==> src/rtl/micro_seq_pkg.sv <==
// Shared definitions for the Am2910-class microprogram sequencer:
// sequence opcodes and default geometry.
package micro_seq_pkg;

    localparam int SEQ_AW    = 8;
    localparam int SEQ_DEPTH = 5;

    typedef enum logic [3:0] {
        OP_JZ   = 4'd0,
        OP_CJS  = 4'd1,
        OP_JMAP = 4'd2,
        OP_CJP  = 4'd3,
        OP_PUSH = 4'd4,
        OP_JSRP = 4'd5,
        OP_CJV  = 4'd6,
        OP_JRP  = 4'd7,
        OP_RFCT = 4'd8,
        OP_RPCT = 4'd9,
        OP_CRTN = 4'd10,
        OP_CJPP = 4'd11,
        OP_LDCT = 4'd12,
        OP_LOOP = 4'd13,
        OP_CONT = 4'd14,
        OP_TWB  = 4'd15
    } seq_op_t;

endpackage

==> src/rtl/seq_stack.sv <==
// Subroutine/loop LIFO. Push when full overwrites the top entry;
// pop when empty is ignored; clear only resets the pointer.
module seq_stack #(
    parameter int AW    = 8,
    parameter int DEPTH = 5
) (
    input  logic          clk,
    input  logic          rst_n,
    input  logic          push,
    input  logic          pop,
    input  logic          clear,
    input  logic [AW-1:0] din,
    output logic [AW-1:0] tos,
    output logic          full,
    output logic          empty
);

    localparam int SPW = $clog2(DEPTH + 1);
    localparam logic [SPW-1:0] SP_ONE   = SPW'(1);
    localparam logic [SPW-1:0] SP_DEPTH = SPW'(DEPTH);
    localparam logic [SPW-1:0] SP_LAST  = SPW'(DEPTH - 1);

    logic [AW-1:0]  stk_r [DEPTH];
    logic [SPW-1:0] sp_r;
    logic [SPW-1:0] wr_idx_s;

    assign full  = (sp_r == SP_DEPTH);
    assign empty = (sp_r == {SPW{1'b0}});

    // Top-of-stack view and write slot (a full stack rewrites its top entry)
    always_comb begin
        tos      = {AW{1'b0}};
        wr_idx_s = sp_r;
        if (empty) begin
            tos = {AW{1'b0}};
        end else begin
            tos = stk_r[sp_r - SP_ONE];
        end
        if (full) begin
            wr_idx_s = SP_LAST;
        end else begin
            wr_idx_s = sp_r;
        end
    end

    // Pointer and storage update
    always_ff @(posedge clk or negedge rst_n) begin
        if (!rst_n) begin
            sp_r <= {SPW{1'b0}};
            for (int i = 0; i < DEPTH; i++) begin
                stk_r[i] <= {AW{1'b0}};
            end
        end else if (clear) begin
            sp_r <= {SPW{1'b0}};
        end else if (push) begin
            stk_r[wr_idx_s] <= din;
            if (!full) begin
                sp_r <= sp_r + SP_ONE;
            end
        end else if (pop && !empty) begin
            sp_r <= sp_r - SP_ONE;
        end
    end

endmodule

==> src/rtl/micro_sequencer.sv <==
// Am2910-class microprogram sequencer: selects the next microaddress from
// upc, d, the loop counter or the stack per the 4-bit sequence instruction.
module micro_sequencer
    import micro_seq_pkg::*;
#(
    parameter int AW    = SEQ_AW,
    parameter int DEPTH = SEQ_DEPTH
) (
    input  logic          clk,
    input  logic          rst_n,
    input  logic [3:0]    inst,
    input  logic          cond,
    input  logic          ci,
    input  logic [AW-1:0] d,
    output logic [AW-1:0] y,
    output logic          pl_en,
    output logic          map_en,
    output logic          vect_en,
    output logic          full
);

    logic [AW-1:0] upc_r;
    logic [AW-1:0] r_r;
    logic [AW-1:0] tos_s;
    logic [AW-1:0] y_s;
    logic          push_s, pop_s, clear_s, load_r_s, dec_r_s;
    logic          pl_s, map_s, vect_s;
    logic          empty_s;
    logic          r_zero_s;

    assign r_zero_s = (r_r == {AW{1'b0}});

    // Opcode decode: next-address select and stack/counter side effects
    always_comb begin
        y_s      = upc_r;
        push_s   = 1'b0;
        pop_s    = 1'b0;
        clear_s  = 1'b0;
        load_r_s = 1'b0;
        dec_r_s  = 1'b0;
        case (seq_op_t'(inst))
            OP_JZ:   begin y_s = {AW{1'b0}}; clear_s = 1'b1; end
            OP_CJS:  begin y_s = cond ? d : upc_r; push_s = cond; end
            OP_JMAP: y_s = d;
            OP_CJP:  y_s = cond ? d : upc_r;
            OP_PUSH: begin y_s = upc_r; push_s = 1'b1; load_r_s = cond; end
            OP_JSRP: begin y_s = cond ? d : r_r; push_s = 1'b1; end
            OP_CJV:  y_s = cond ? d : upc_r;
            OP_JRP:  y_s = cond ? d : r_r;
            OP_RFCT: begin
                if (r_zero_s) begin
                    y_s = upc_r; pop_s = 1'b1;
                end else begin
                    y_s = tos_s; dec_r_s = 1'b1;
                end
            end
            OP_RPCT: begin
                if (r_zero_s) begin
                    y_s = upc_r;
                end else begin
                    y_s = d; dec_r_s = 1'b1;
                end
            end
            OP_CRTN: begin y_s = cond ? tos_s : upc_r; pop_s = cond; end
            OP_CJPP: begin y_s = cond ? d : upc_r; pop_s = cond; end
            OP_LDCT: begin y_s = upc_r; load_r_s = 1'b1; end
            OP_LOOP: begin y_s = cond ? upc_r : tos_s; pop_s = cond; end
            OP_CONT: y_s = upc_r;
            OP_TWB: begin
                if (cond) begin
                    y_s = upc_r; pop_s = 1'b1;
                end else if (!r_zero_s) begin
                    y_s = tos_s; dec_r_s = 1'b1;
                end else begin
                    y_s = d; pop_s = 1'b1;
                end
            end
            default: y_s = upc_r;
        endcase
    end

    // One-hot source enable for the d bus
    always_comb begin
        pl_s   = 1'b0;
        map_s  = 1'b0;
        vect_s = 1'b0;
        case (seq_op_t'(inst))
            OP_JMAP: map_s  = 1'b1;
            OP_CJV:  vect_s = 1'b1;
            default: pl_s   = 1'b1;
        endcase
    end

    // Outputs are forced to their idle values while reset is asserted
    assign y       = rst_n ? y_s : {AW{1'b0}};
    assign pl_en   = rst_n ? pl_s : 1'b1;
    assign map_en  = rst_n & map_s;
    assign vect_en = rst_n & vect_s;

    // Microprogram counter and loop counter
    always_ff @(posedge clk or negedge rst_n) begin
        if (!rst_n) begin
            upc_r <= {AW{1'b0}};
            r_r   <= {AW{1'b0}};
        end else begin
            upc_r <= y_s + {{(AW-1){1'b0}}, ci};
            if (load_r_s) begin
                r_r <= d;
            end else if (dec_r_s) begin
                r_r <= r_r - {{(AW-1){1'b0}}, 1'b1};
            end
        end
    end

    seq_stack #(
        .AW    (AW),
        .DEPTH (DEPTH)
    ) u_stack (
        .clk   (clk),
        .rst_n (rst_n),
        .push  (push_s),
        .pop   (pop_s),
        .clear (clear_s),
        .din   (upc_r),
        .tos   (tos_s),
        .full  (full),
        .empty (empty_s)
    );

endmodule

==> config.mk <==
export PLATFORM = sky130hd
export DESIGN_NAME = micro_sequencer
export DESIGN_NICKNAME = d
export VERILOG_FILES = /design/src/rtl/micro_seq_pkg.sv /design/src/rtl/seq_stack.sv /design/src/rtl/micro_sequencer.sv
export SDC_FILE = /design/constraint.sdc
export NUM_CORES = 1
export LEC_CHECK = 0
export ABC_AREA = 1
export CAP_MARGIN = 15
export CORE_MARGIN = 1
export CORE_UTILIZATION = 50
export DETAILED_ROUTE_END_ITERATION = 7
export GPL_ROUTABILITY_DRIVEN = 0
export PLACE_DENSITY = 0.69
export SETUP_SLACK_MARGIN = 0.1
export SYNTH_ARGS = -nofsm -noshare
export SYNTH_HDL_FRONTEND = slang
export SYNTH_HIERARCHICAL = 1
export SYNTH_SLANG_ARGS = --single-unit
==> constraint.sdc <==
create_clock -name clk -period 4 [get_ports clk]
set_clock_uncertainty 0.2 [all_clocks]
set_input_delay 0.6 -clock clk [delete_from_list [all_inputs] [get_ports clk]]
set_output_delay 0.6 -clock clk [all_outputs]
set_load 0.05 [all_outputs]
==> summary.txt, run 1 <==
STA
  – Period minus WS final: 3.65 ns
  – Normalized max-slew margin: 46.4%
  – Worst-Margin Slew: 0.805 ns
  – Count of final max-slew check failures: 0
  – Fmax: between 0.2 and 0.3 GHz
  – Final hold violation count: 0
  – Setup_tns: 0 ns
  – Unrepaired setup endpoints after global routing: no
  – Finish-stage setup viols: 0
  – Hold Worst Slack: 0.248 ns
  – Post-route clock period utilization: between 90% and 100%

Global routing
  – Vias in the first global route: approximately 4100
  – Largest net degree at the start of global routing: 67
  – Initial antenna violation count: 0
  – Grt ovf: 0
  – Gr usage total: around 28%
  – Global-route wire length before repair: 19.5 mm

Pwr
  – Worst vdd ir: 0.272 mV
  – Power share of the clock group: roughly 16%
  – Psw: around 0.0016 W
  – Pwr per Cell Area: 655 nW/µm²
  – Switching part of the total: 49.0%
  – Leak Pwr: 2.60 nW
  – Sequential power share: 31.6%
  – Power share of the combinational group: 52.7%
  – Int Power: about 0.0017 W

Clock network
  – Total CTS buffers: 9
  – Post-CTS Hold Fix Bufs: 0
  – Max clock buf depth: 2
  – Clk_lat worst skew: 0.34 ns
  – Max H-tree Level: 3
  – Clock transition at path regs: 0.08 ns
  – CTS sink cnt: between 50 and 60
  – Root Buffer: clkbuf_8
  – CTS tree: yes

Logic synthesis
  – Synth warn: 6
  – Synth unique cells: 38
  – Net Count, Synth: ~730
  – Async SR Flop Fraction: 100%
  – Post-synth EDFFs: 0
  – Sequential-to-total area share from yosys stat: 33.2%
  – Synth Register Bits: 59
  – Synthesized netlist cell count: 703
  – Post-Syn Area: 4440 µm²
  – Ys flop type: dfrtp_1
  – Mean cell area of the mapped netlist: 6.32 µm²

Detailed routing
  – Met2 WL: between 5 and 6 mm
  – First-pass DRT Iterations: 5
  – Routed wl met3: about 810 µm
  – Vias/cell: approximately 5.4
  – DRT met1 WL: between 5 and 6 mm
  – Final WL: 12.1 mm
  – # DRC: 0
  – DR top layer: met4
  – DR iter-0 viols: 287
  – Vias: 4507
  – Final ANT Viol Nets: 0
  – Drt wl/cell: 14.4 µm

Place
  – Dpl hpwl: 9.14 mm
  – Port buffer count: 27

Run status
  – Status: completed

Final layout
  – Diodes inserted: 0
  – Share of cells above drive strength 1: around 10%
  – Final net count: approximately 750
  – P&R area growth vs syn: 14.4%

Worst setup path
  – Data required, critical path: 3.20 ns
  – Top delay family on crit path: buffers and inverters
  – Worst-path fanout max: 7
  – Worst reg-to-reg path cell count: 17
  – Reg-to-reg endpoint: upc_r[4]$_DFF_PN0_
  – CP Launch Type: flop
  – CP Depth: 17
  – Crit path from: u_stack/sp_r[1]$_DFFE_PN0P_
  – Setup Crit Path Kind: reg -> out
  – Worst setup path endpoint: y[1]
  – Crit-path cells: inv_2 > ha_1 > xor2_4 > buf_4 > nand2_1 > a21oi_2 > inv_1 > a21oi_1 > nand2_1 > nand3_1 > nor2_1 > nand2_1 > nor2_2 > inv_1 > nand2_1 > inv_1 > buf_12
  – CP endpoint kind: output pin
  – CP max-delay cell: dfrtp_1
  – CP Buf/Inv Count: 6
  – Most frequent CP cell: nand2_1
  – Data arrival, critical path: 2.85 ns
  – Largest stage delay, worst path: 0.42 ns
  – Critical R2R Launch: u_stack/sp_r[1]$_DFFE_PN0P_
  – FF-to-FF setup slack: approximately 0.84 ns

Floorplanning
  – Cell row count: 34
  – Die W: ~96 µm
  – Die area: 9260 µm²
  – Die Y: about 96 µm
  – Initial core utilization: 51.2%
  – Core Area: 8680 µm²
  – Ports: 28

Job
  – Max_cap viols: 0

Worst hold path
  – HP Class: in -> async
[cells in the final DEF, fill, tap and decap left out, drive strengths merged]
cell type | netlist | routed
nand3b | 3 | 3
clkbuf | 3 | 10
nor2 | 61 | 61
buf | 18 | 18
inv | 104 | 106
xor2 | 9 | 9
nor3b | 1 | 1
nand2 | 266 | 266
nor3 | 5 | 5
clkinv | 1 | 2
nand3 | 45 | 45
clkdlybuf4s50 | 0 | 18
a22oi | 4 | 4
a21oi | 32 | 32
ha | 7 | 7
o22ai | 3 | 3
o21ai | 64 | 64
nand4 | 3 | 3
or2 | 6 | 6
o211ai | 5 | 5
a211oi | 1 | 1
clkinvlp | 0 | 3
o221ai | 3 | 3
dfrtp | 59 | 59
[stage by stage]
stage | instances | setup WS, ns | util (%) | power, W | cell area [µm²]
2_1_floorplan | 703 | 0.297 | - | 0.00225 | 4440
4_1_cts | 842 | 0.181 | 58.3 | 0.00329 | 5060
3_5_place_dp | 826 | 0.412 | 56.2 | 0.00276 | 4870
6_report | 842 | 0.346 | 58.5 | 0.00333 | 5080
5_1_grt | 842 | 0.109 | 58.5 | 0.00363 | 5080
3_3_place_gp | 826 | 0.497 | 56.2 | 0.00271 | 4870
[worst reg2reg max path, cell delays in order, from the launching register on]
cell	delay, ns
dfrtp_1	0.42
inv_2	0.14
ha_1	0.26
xor2_4	0.24
inv_2	0.12
nand2_1	0.09
a21oi_1	0.09
nand2_1	0.07
o21ai_0	0.09
a22oi_1	0.21
nand3_1	0.10
a21oi_1	0.26
inv_1	0.09
ha_1	0.21
ha_1	0.21
inv_1	0.07
nor2_2	0.05
xor2_1	0.13
[logic make-up (layout without fill, tap and decap cells)]
logic type	after synthesis	count (layout)	share of synthesized area [%]
adder cells (fa/ha/maj)	7	7	1.97
flip-flops	59	59	33.2
XOR/XNOR	9	9	1.94
AO/OA/AOI/OAI	112	112	13.6
buffers and inverters	126	157	11.4
AND/OR/NAND/NOR	390	390	37.8
[flip-flops by register name (all words and copies together) (netlist names)]
signal / count
u_stack/stk_r: 40
r_r: 8
u_stack/sp_r: 3
upc_r: 8
[worst min path at each step]
stage                                       start                             to
finish                                      rst_n  u_stack/stk_r[25]$_DFFE_PN0P_
global route        u_stack/stk_r[11]$_DFFE_PN0P_  u_stack/stk_r[11]$_DFFE_PN0P_
CTS                 u_stack/stk_r[11]$_DFFE_PN0P_  u_stack/stk_r[11]$_DFFE_PN0P_
detailed placement  u_stack/stk_r[11]$_DFFE_PN0P_  u_stack/stk_r[11]$_DFFE_PN0P_
global placement    u_stack/stk_r[11]$_DFFE_PN0P_  u_stack/stk_r[11]$_DFFE_PN0P_
floorplan                                   rst_n             r_r[0]$_DFFE_PN0P_
[final cells by class]
| type | instances | area [µm²] |
|---|---|---|
| Timing Repair Buffer | 36 | 413 |
| Sequential cell | 59 | 1480 |
| Tap cell | 108 | 135 |
| Clock inverter | 6 | 48.8 |
| Fill cell | 855 | 3600 |
| Multi-Input combinational cell | 518 | 2470 |
| Clock buffer | 10 | 138 |
| Inverter | 105 | 394 |
[metal layers]
layer | vias to the layer above | track usage (%)
met4 | 0 | 10.4
li1 | 2243 | -
met3 | 25 | 4.19
met5 | - | 0
met1 | 2070 | 37.0
met2 | 169 | 44.9
[synth_stat cells, types with 6 or more instances]
cell / n / share of area, %
a21oi_1: 31 / 3.5
ha_1: 7 / 2.0
dfrtp_1: 59 / 33
xor2_1: 8 / 1.6
nand3_1: 40 / 4.5
nand2_1: 260 / 22
buf_2: 13 / 1.5
o21ai_0: 63 / 7.1
nor2_1: 50 / 4.2
inv_2: 7 / 0.59
nor2_2: 6 / 0.85
inv_1: 97 / 8.2
[timing repair]
action,in CTS,in global routing
resized for setup,0,6
hold endpoints to repair,0,0
setup buffers,0,0
setup endpoints to repair,0,8
[power by group through the flow]
stage                     Clock, W  Sequential [W]  Combinational (W)
after floorplan                  0        0.000993            0.00125
after global placement           0         0.00104            0.00167
after detailed placement         0         0.00105            0.00171
after CTS                 0.000535         0.00104            0.00172
after global routing      0.000555         0.00108            0.00199
final                     0.000524         0.00105            0.00175
(Power assumes the default switching activity.)
==> run 2: changes to the inputs <==
Settings changed: GPL_ROUTABILITY_DRIVEN 0 to not set.
==> summary.txt, run 2 (synthesis gave the netlist of run 1 again) <==
Clock network
  – Post-CTS Hold Fix Bufs: 0
  – Clock transition at path regs: 0.09 ns
  – Root Buffer: clkbuf_8
  – Max H-tree Level: 3
  – Total CTS buffers: 9
  – CTS tree: yes
  – Max clock buf depth: 2
  – CTS sink cnt: 59
  – Clk_lat worst skew: 0.36 ns

Final layout
  – Commonest non-fill, non-tap cell in the layout: nand2_1
  – Biggest regs: u_stack/stk_r: 40 flops, r_r: 8 flops, upc_r: 8 flops
  – Largest register by flop count: u_stack/stk_r
  – Final core occ: 59.2%
  – Share of cells above drive strength 1: 10.7%
  – Largest register FFs: 40
  – Most frequent cells in the layout: 260 x nand2_1, 94 x inv_1, 63 x o21ai_0, 59 x dfrtp_1, 50 x nor2_1
  – P&R area growth vs syn: 15.7%
  – Diodes inserted: 0
  – Final net count: roughly 750

STA
  – Post-route clock period utilization: 93.3%
  – Unrepaired setup endpoints after global routing: no
  – Hold Worst Slack: ~0.24 ns
  – Finish-stage setup viols: 0
  – Worst-Margin Slew: roughly 0.85 ns
  – Final hold violation count: 0
  – Count of final max-slew check failures: 0
  – Period minus WS final: 3.73 ns
  – Normalized max-slew margin: 43.2%
  – Fmax: between 0.2 and 0.3 GHz
  – Setup_tns: 0 ns

Global routing
  – Largest net degree at the start of global routing: 67
  – Vias in the first global route: ~4200
  – Gr usage total: 29.7%
  – Global-route wire length before repair: 20.7 mm
  – Grt ovf: 0
  – Initial antenna violation count: 0

Worst setup path
  – Worst-path fanout max: 8
  – Setup Crit Path Kind: reg -> out
  – Data arrival, critical path: about 3 ns
  – CP endpoint kind: output pin
  – CP Launch Type: flop
  – Data required, critical path: around 3.2 ns

Detailed routing
  – Final ANT Viol Nets: 0
  – # DRC: 0
  – Drt wl/cell: 15.3 µm
  – First-pass DRT Iterations: 5
  – Vias/cell: 5.43
  – DR iter-0 viols: 397
  – Vias: 4580
  – Final WL: 12.9 mm

Floorplanning
  – Die W: approximately 96 µm
  – Initial core utilization: 51.2%
  – Die area: 9260 µm²
  – Ports: 28
  – Cell row count: 34
  – Die Y: 96.2 µm
  – Core Area: between 8000 and 9000 µm²

Place
  – Placer Congestion: ~0.92
  – Port buffer count: 27
  – Dpl hpwl: between 9 and 10 mm

Pwr
  – Psw: 0.00172 W
  – Power share of the combinational group: 53.0%
  – Power share of the clock group: approximately 17%
  – Leak Pwr: 2.62 nW
  – Int Power: 0.00179 W
  – Sequential power share: 30.2%
  – Switching part of the total: around half
  – Worst vdd ir: 0.309 mV
  – Total power: ~0.0035 W
  – Pwr per Cell Area: between 600 and 700 nW/µm²

Run status
  – Status: completed

Worst hold path
  – HP Class: in -> async

Job
  – Max_cap viols: 0
## run 2: what timing repair did
action | in CTS | in global routing
setup buffers | 0 | 2
cloned | 0 | 1
resized for setup | 1 | 7
pin swaps | 0 | 0
endpoints found under the setup margin | 2 | 8
## run 2: per-stage QoR
stage	instance area (µm²)	setup WS (ns)	cells
after global placement	4870	0.412	825
final	5140	0.268	844
after detailed placement	4870	0.398	825
after floorplan	4440	0.297	703
after CTS	5080	0.135	841
after global routing	5140	0.0814	844
## run 2: worst paths after layout
check	start	endpoint	slack, ns	cells after the start
min in group clk	u_stack/stk_r[15]$_DFFE_PN0P_	u_stack/stk_r[15]$_DFFE_PN0P_	0.28	2
max	u_stack/sp_r[1]$_DFFE_PN0P_	y[6]	0.27	16
max in group asynchronous	rst_n	r_r[0]$_DFFE_PN0P_	2.79	2
max reg2reg	u_stack/sp_r[1]$_DFFE_PN0P_	upc_r[6]$_DFF_PN0_	0.77	19
min	rst_n	u_stack/stk_r[25]$_DFFE_PN0P_	0.24	2
min reg2reg	u_stack/stk_r[15]$_DFFE_PN0P_	u_stack/stk_r[15]$_DFFE_PN0P_	0.28	2
## run 2: final cells by class
cell class                      instances  area (µm²)
Timing Repair Buffer                   37         433
Fill cell                             864        3540
Timing Repair inverter                  1        5.00
Clock buffer                            9         124
Tap cell                              108         135
Multi-Input combinational cell        518        2480
Sequential cell                        59        1480
Inverter                              105         398
Clock inverter                          7        82.6
## run 2: power by group through the flow
stage          registers, W  logic, W  clock network (W)
6_report            0.00106   0.00186           0.000587
5_1_grt             0.00109   0.00210           0.000621
4_1_cts             0.00105   0.00174           0.000598
3_5_place_dp        0.00106   0.00172                  0
3_3_place_gp        0.00106   0.00168                  0
2_1_floorplan      0.000993   0.00125                  0
## run 2: layer usage
metal	part of all wire (%)	GRT usage [%]
met2	46	48.6
met1	45	39.4
met3	6.9	5.61
met5	0	0
met4	1.6	9.70
## run 2: critical path, cell delays in order (launching register included)
cell	delay (ns)
dfrtp_1	0.41
inv_2	0.11
ha_4	0.31
clkinvlp_4	0.15
buf_12	0.17
nor2_1	0.14
nand2_1	0.08
a21oi_1	0.23
inv_1	0.11
a21oi_1	0.16
nand2_1	0.07
nand3_1	0.08
nor2_1	0.05
nand3_1	0.17
nand2_1	0.07
inv_1	0.13
buf_12	0.14
